--- src/rtl/mtr_drv_pwm.sv ---
// mtr_drv_pwm: dual-motor complementary PWM with dead time, direction pin and one-period coast on reversal.
// Define MTR_DRV_OVR_CURR_EN to add the ovr_i over-current input and sticky fault output.
module mtr_drv_pwm #(
  parameter int PWM_BITS  = 11,
  parameter int DEAD_TIME = 32
) (
  input  logic        clk,
  input  logic        rst_n,
  input  logic [11:0] lft_spd,
  input  logic [11:0] rght_spd,
  input  logic        en,
`ifdef MTR_DRV_OVR_CURR_EN
  input  logic        ovr_i,
  output logic        fault,
`endif
  output logic        lft_dir,
  output logic        lft_pwm_a,
  output logic        lft_pwm_b,
  output logic        rght_dir,
  output logic        rght_pwm_a,
  output logic        rght_pwm_b,
  output logic        prd_strt
);
  typedef enum logic {RUN, COAST} state_t;
  localparam logic [PWM_BITS-1:0] CNT_MAX = '1;
  localparam logic [11:0] MAG_MAX = 12'(CNT_MAX);
  localparam logic [7:0] DT = 8'(DEAD_TIME);
  logic [PWM_BITS-1:0] cnt;
  logic [11:0] spd [2];
  logic load, flt;
  assign load = (cnt == CNT_MAX);
  assign spd[0] = lft_spd;
  assign spd[1] = rght_spd;
  always_ff @(posedge clk or negedge rst_n)
    if (!rst_n) begin
      cnt <= '0;
      prd_strt <= 1'b0;
    end else begin
      cnt <= cnt + 1'b1;
      prd_strt <= load;
    end
`ifdef MTR_DRV_OVR_CURR_EN
  logic ovr_s1, ovr_s2;
  logic [1:0] ovr_run;
  always_ff @(posedge clk or negedge rst_n)
    if (!rst_n) begin
      ovr_s1 <= 1'b0;
      ovr_s2 <= 1'b0;
      ovr_run <= '0;
      fault <= 1'b0;
    end else begin
      ovr_s1 <= ovr_i;
      ovr_s2 <= ovr_s1;
      ovr_run <= ovr_s2 ? ((ovr_run == 2'd3) ? ovr_run : ovr_run + 1'b1) : 2'd0;
      fault <= (ovr_s2 && ovr_run == 2'd3) | (fault & ~(load & ~en));
    end
  assign flt = fault;
`else
  assign flt = 1'b0;
`endif
  for (genvar i = 0; i < 2; i++) begin : g_ch
    state_t state, state_nxt;
    logic [PWM_BITS-1:0] duty, mag;
    logic [11:0] abs_spd;
    logic raw, raw_q, rev, dt_ok, dir, pwm_a, pwm_b;
    logic [7:0] dt_cnt;
    assign abs_spd = spd[i][11] ? -spd[i] : spd[i];
    assign mag = (abs_spd > MAG_MAX) ? CNT_MAX : abs_spd[PWM_BITS-1:0];
    assign rev = (mag != '0) && (spd[i][11] != dir);
    assign raw = (cnt < duty);
    assign dt_ok = (dt_cnt == DT);
    always_comb begin
      state_nxt = state;
      if (load) state_nxt = rev ? COAST : RUN;
    end
    always_ff @(posedge clk or negedge rst_n)
      if (!rst_n) state <= RUN;
      else state <= state_nxt;
    // dt_cnt restarts the cycle after a raw edge, so it is aligned with raw_q, not raw
    always_ff @(posedge clk or negedge rst_n)
      if (!rst_n) begin
        duty <= '0;
        dir <= 1'b0;
        raw_q <= 1'b0;
        dt_cnt <= '0;
        pwm_a <= 1'b0;
        pwm_b <= 1'b0;
      end else begin
        if (load) duty <= mag;
        if (load && mag != '0) dir <= spd[i][11];
        raw_q <= raw;
        dt_cnt <= (raw != raw_q) ? '0 : dt_ok ? dt_cnt : dt_cnt + 1'b1;
        pwm_a <= raw_q & dt_ok & en & (state == RUN) & ~flt;
        pwm_b <= ~raw_q & dt_ok & en & (state == RUN) & ~flt;
      end
  end
  assign lft_dir = g_ch[0].dir;
  assign lft_pwm_a = g_ch[0].pwm_a;
  assign lft_pwm_b = g_ch[0].pwm_b;
  assign rght_dir = g_ch[1].dir;
  assign rght_pwm_a = g_ch[1].pwm_a;
  assign rght_pwm_b = g_ch[1].pwm_b;
endmodule

--- config.mk ---
export PLATFORM = sky130hd
export DESIGN_NAME = mtr_drv_pwm
export DESIGN_NICKNAME = d
export VERILOG_FILES = /design/src/rtl/mtr_drv_pwm.sv
export SDC_FILE = /design/constraint.sdc
export NUM_CORES = 1
export LEC_CHECK = 0
export BUFFER_PORTS_ARGS = -buffer_cell sky130_fd_sc_hd__clkbuf_2
export CAP_MARGIN = 0
export CORE_MARGIN = 1.5
export CORE_UTILIZATION = 55
export CTS_CLUSTER_SIZE = 10
export DETAILED_ROUTE_END_ITERATION = 10
export PLACE_DENSITY = 0.8
export SYNTH_ARGS = -nofsm -noshare
export SYNTH_HDL_FRONTEND = slang
export SYNTH_SLANG_ARGS = --single-unit
export TNS_END_PERCENT = 20
--- constraint.sdc ---
create_clock -name clk -period 5.6 [get_ports clk]
set_input_delay 1.12 -clock clk [delete_from_list [all_inputs] [get_ports clk]]
set_output_delay 1.12 -clock clk [all_outputs]
set_load 0.03 [all_outputs]
Yosys cells after proc, flatten, opt, wreduce, memory -nomap -nowiden. Cells that the tools add are included.

Bits in registers: 60. Latch bits: 0. Memory bits (writable): 0. Memory bits (read-only): 0. Logic and storage cells: 66. Memories: 0.

Add/sub/neg operators: 5. $mul: 0. Div/mod/pow operators: 0. $lt $le $gt $ge: 4. Eq/ne operators: 9. Shift-type cells: 0. Multiplexer cells: 10. Bitwise operators: 16. Reduce and logical (&&, ||, !) cells: 6.

Operators with widths (count): $mux W8 (4); $gt A12 B11 Y1 const B (2); $mux W12 (2); $neg A12 Y12 (2); $lt A11 B11 Y1 (2); $mux W11 (2); $reduce_bool A11 Y1 (2); $add A8 B1 Y8 const B (2); $eq A8 B6 Y1 const B (2); $and A1 B1 Y1 (12); $add A11 B1 Y11 const B (1); $eq A11 B11 Y1 const B (1); $logic_and A1 B1 Y1 (4); $ne A1 B1 Y1 (4); $ne A2 B1 Y1 const B (2); $not A1 Y1 (4); $mux W1 (2).

Depth between registers and ports, before layout.
Word-level depth: 7. Gate-level depth with buffers: 9. Depth with buffers taken out: 8.

Least setup slack after synthesis. No wires, ideal clock.

Path kind: input -> register. Start: input lft_spd[3]. End: register g_ch[0].dir, in the netlist lft_dir. Setup time: 128 ps. Data arrival time: 3162 ps. Required time: 5472 ps. Setup slack: 2311 ps. Cell stages on the path: 8. Buffers on the path: 2. Cells stage by stage: buf_2 > or4_1 > buf_2 > or4_1 > a21oi_1 > o211ai_1 > o31ai_2 > mux2_1.

Word-level cells in the longest chain between the ends: 6.

RTL lines: from (decl) (RTL line 9) `input logic [11:0] lft_spd,`; $neg A12 Y12 (RTL line 67) `assign abs_spd = spd[i][11] ? -spd[i] : spd[i];`; $mux W12 (*) (RTL line 67); $gt A12 B11 Y1 (RTL line 68) `assign mag = (abs_spd > MAG_MAX) ? CNT_MAX : abs_spd[PWM_BITS-1:0];`; $mux W11 (*) (RTL line 68); $reduce_bool A11 Y1 (*) (RTL line 90) `if (load && mag != '0) dir <= spd[i][11];`; $logic_and A1 B1 Y1 (*) (RTL line 90); to (signal assigned) (RTL line 90); to (decl) (RTL line 65) `logic raw, raw_q, rev, dt_ok, dir, pwm_a, pwm_b;`.

Every way passes the cells marked *; elsewhere a longest branch is shown, timed or not. A chain may end at the register's enable or synchronous reset.

Worst setup path in the final report.
Start: input lft_spd[0]. End: register g_ch[0].dir, in the netlist lft_dir.

Same word-level chain as after synthesis.

==> impl_metrics.toml <==
[setup_path]
crit_type = "in -> reg"
crit_required_ns = 5.82
worst-endpoint-arrival_ns = 3.50
end_kind = "flop"
crit_path_start_kind = "input port"
cp_max_fo = 7

[worst_hold_path]
hold_class = "reg -> reg"

[global_routing]
grt_max_degree = 61
first_global_vias = 2951
grt_first_pass_wirelength_mm = 13.4
track_usage = 0.228
grt_overflow = 0
antenna_found_initial = 0

[sta]
finalSetupTns_ns = 0
hold_viol_final = 0
worst_pin_slew_ns = 0.906
fmax_ghz = 0.305
whs_ns = 0.483
fin_skew_ns = 0.00841
fin_crit_sh = 0.586
period_needed_ns = 3.28
drv_slew = 0
rsz0062_at_grt = "false"
setup_viol = 0
slew_headroom = 0.395

[finish]
drive_gt1_frac = 0.124
n_antenna_cell = 0
nets = 500
final_cells = 530
area_growth_pct = 10.7

[cts]
ctsResizeCount = 0
cts-root-buf = "clkbuf_8"
post_cts_buffers = 0
cts.clk_slew.worst_paths_ns = 0.06
clockBufferDepth = 2
cts-hold-fix-buffers = 0
numCtsBuffers = 9
clock_latency_ns = 0.34
htreeDepth = 3
cts_sinks = 60
cts_tree = "yes"

[run_status]
status = "finished clean"

[synth]
synth_top_area_frac = 0.391
synthesis.nets = 471
ys_top_cells_by_area = "dfrtp_1, ha_1, inv_1, xnor2_1, xor2_1"
synth-seq-cells = 60
avgSynthCellArea_um2 = 9.21
synth.cell_area_um2 = 3840
synth-main-ff-cell = "dfrtp_1"
synthArstFlopShare = 1.00
synth_edf_count = 0
synth_common_cells = "dfrtp_1, inv_1, ha_1"
ys_types = 59
seq_area_frac_synth = 0.391
syn_inst = 417
yosys.area.top_type = "dfrtp_1"
synth_most_common_cell = "dfrtp_1"
yosys_warnings = 0

[floorplanning]
coreArea_um2 = 6760
die_x_um = 86.6
num_rows = 30
start_util = 0.569
die_h_um = 86.6
dieArea_um2 = 7500
ios = 34

[pwr]
pwr-share-comb = 0.080
power.share.clock = 0.441
p_sw_frac = 0.228
ir_drop_uv = 169
cellPowerDensity_nw_per_um2 = 212
p_leak_nw = 2.15
p_switching_mw = 0.206
pwr-share-seq = 0.480
intPower_mw = 0.698

[routing]
detail_route.iter0.violations = 129
vias_per_cell = 6.13
drc_errors = 0
vias = 3249
wire_per_inst_um = 15.0
wl_mm = 7.93
postRouteAntennaNets = 0
dr.pass1.iters = 7

[job]
drv_cap = 0

[placed_design]
routabilityCongestion = 0.872
place_inst = 515
port_buffers = 33
place_hpwl_mm = 5.68
-- power groups by stage --
stage	sequential, mW	combinational [mW]	clock [mW]
3_5_place_dp	0.441	0.0714	0
2_1_floorplan	0.442	0.0408	0
3_3_place_gp	0.441	0.0693	0
5_1_grt	0.433	0.0809	0.422
6_report	0.434	0.0719	0.399
4_1_cts	0.433	0.0717	0.406
-- cells by family (layout without fill, tap and decap cells) --
group | Yosys count | after routing | synth area share
simple gates | 142 | 142 | 0.205
flops | 60 | 60 | 0.391
xor+xnor | 29 | 29 | 0.0661
mux | 7 | 7 | 0.0192
compound gates | 98 | 98 | 0.176
buf+inv | 54 | 87 | 0.0554
fa+ha+maj | 27 | 27 | 0.0879
-- stage by stage --
stage                     worst slack [ns]  power (mW)   util  instance area (µm²)
after global placement                2.13       0.511  0.600                 4050
after detailed placement              2.04       0.513  0.600                 4050
after floorplan                       2.31       0.482      -                 3840
after global routing                  2.20       0.937  0.630                 4260
final                                 2.32       0.904  0.630                 4260
after CTS                             2.34       0.911  0.630                 4260
-- cell type report --
type | count | area, µm²
tap | 80 | 100
timing repair buffer | 36 | 188
sequential | 60 | 1500
inverter | 36 | 135
fill | 582 | 2500
clock buffer | 14 | 173
clock inverter | 1 | 30.0
multi-input combinational | 303 | 2130
-- per-layer routing --
| layer | part of all wire | wire, µm | track usage |
|---|---|---|---|
| met1 | 0.47 | 3700 | 0.299 |
| met2 | 0.47 | 3730 | 0.360 |
| met3 | 0.039 | 311 | 0.0552 |
| met4 | 0.024 | 194 | 0.101 |
| met5 | 0 | 0 | 0 |
-- flip-flops by register name, summed over array words and instances, names as in the netlist --
name,flops
g_ch.duty,22
g_ch.dt_cnt,16
cnt,11
g_ch.raw_q,2
g_ch.state,2
lft_dir,1
lft_pwm_a,1
lft_pwm_b,1
prd_strt,1
rght_dir,1
rght_pwm_a,1
rght_pwm_b,1
-- path summary, 6_finish.rpt --
| path | endpoint | slack [ns] | start | depth (start not counted) |
|---|---|---|---|---|
| worst min register to register | g_ch[0].duty[10]$_DFFE_PN0P_ | 0.48 | g_ch[0].duty[10]$_DFFE_PN0P_ | 2 |
| worst min-delay path | g_ch[0].duty[10]$_DFFE_PN0P_ | 0.48 | g_ch[0].duty[10]$_DFFE_PN0P_ | 2 |
| worst max-delay path | lft_dir$_DFFE_PN0P_ | 2.32 | lft_spd[0] | 9 |
| max in group asynchronous | cnt[4]$_DFF_PN0_ | 4.16 | rst_n | 2 |
| min in group asynchronous | g_ch[0].dt_cnt[3]$_DFFE_PN0P_ | 0.91 | rst_n | 2 |
| worst max register to register | rght_dir$_DFFE_PN0P_ | 2.88 | cnt[0]$_DFF_PN0_ | 8 |
-- worst max-delay path: stages --
cell and delay, ns:
clkbuf_2 0.09, inv_1 0.10, ha_1 0.27, or4b_2 0.66
or3_1 0.34, a21oi_1 0.15, o211ai_1 0.14, o31ai_2 0.28
mux2_1 0.34
-- cells in the final DEF (no fill, tap or decap), types with 15 or more instances in the layout --
master and n:
dfrtp_1 60, inv_1 36, nor3_1 23, nor2_1 22, nand2_1 25, xnor2_1 15
o21ai_0 21, nand3_1 19, clkbuf_2 33, ha_1 27
No activity file was read; power rests on OpenSTA's default activity.
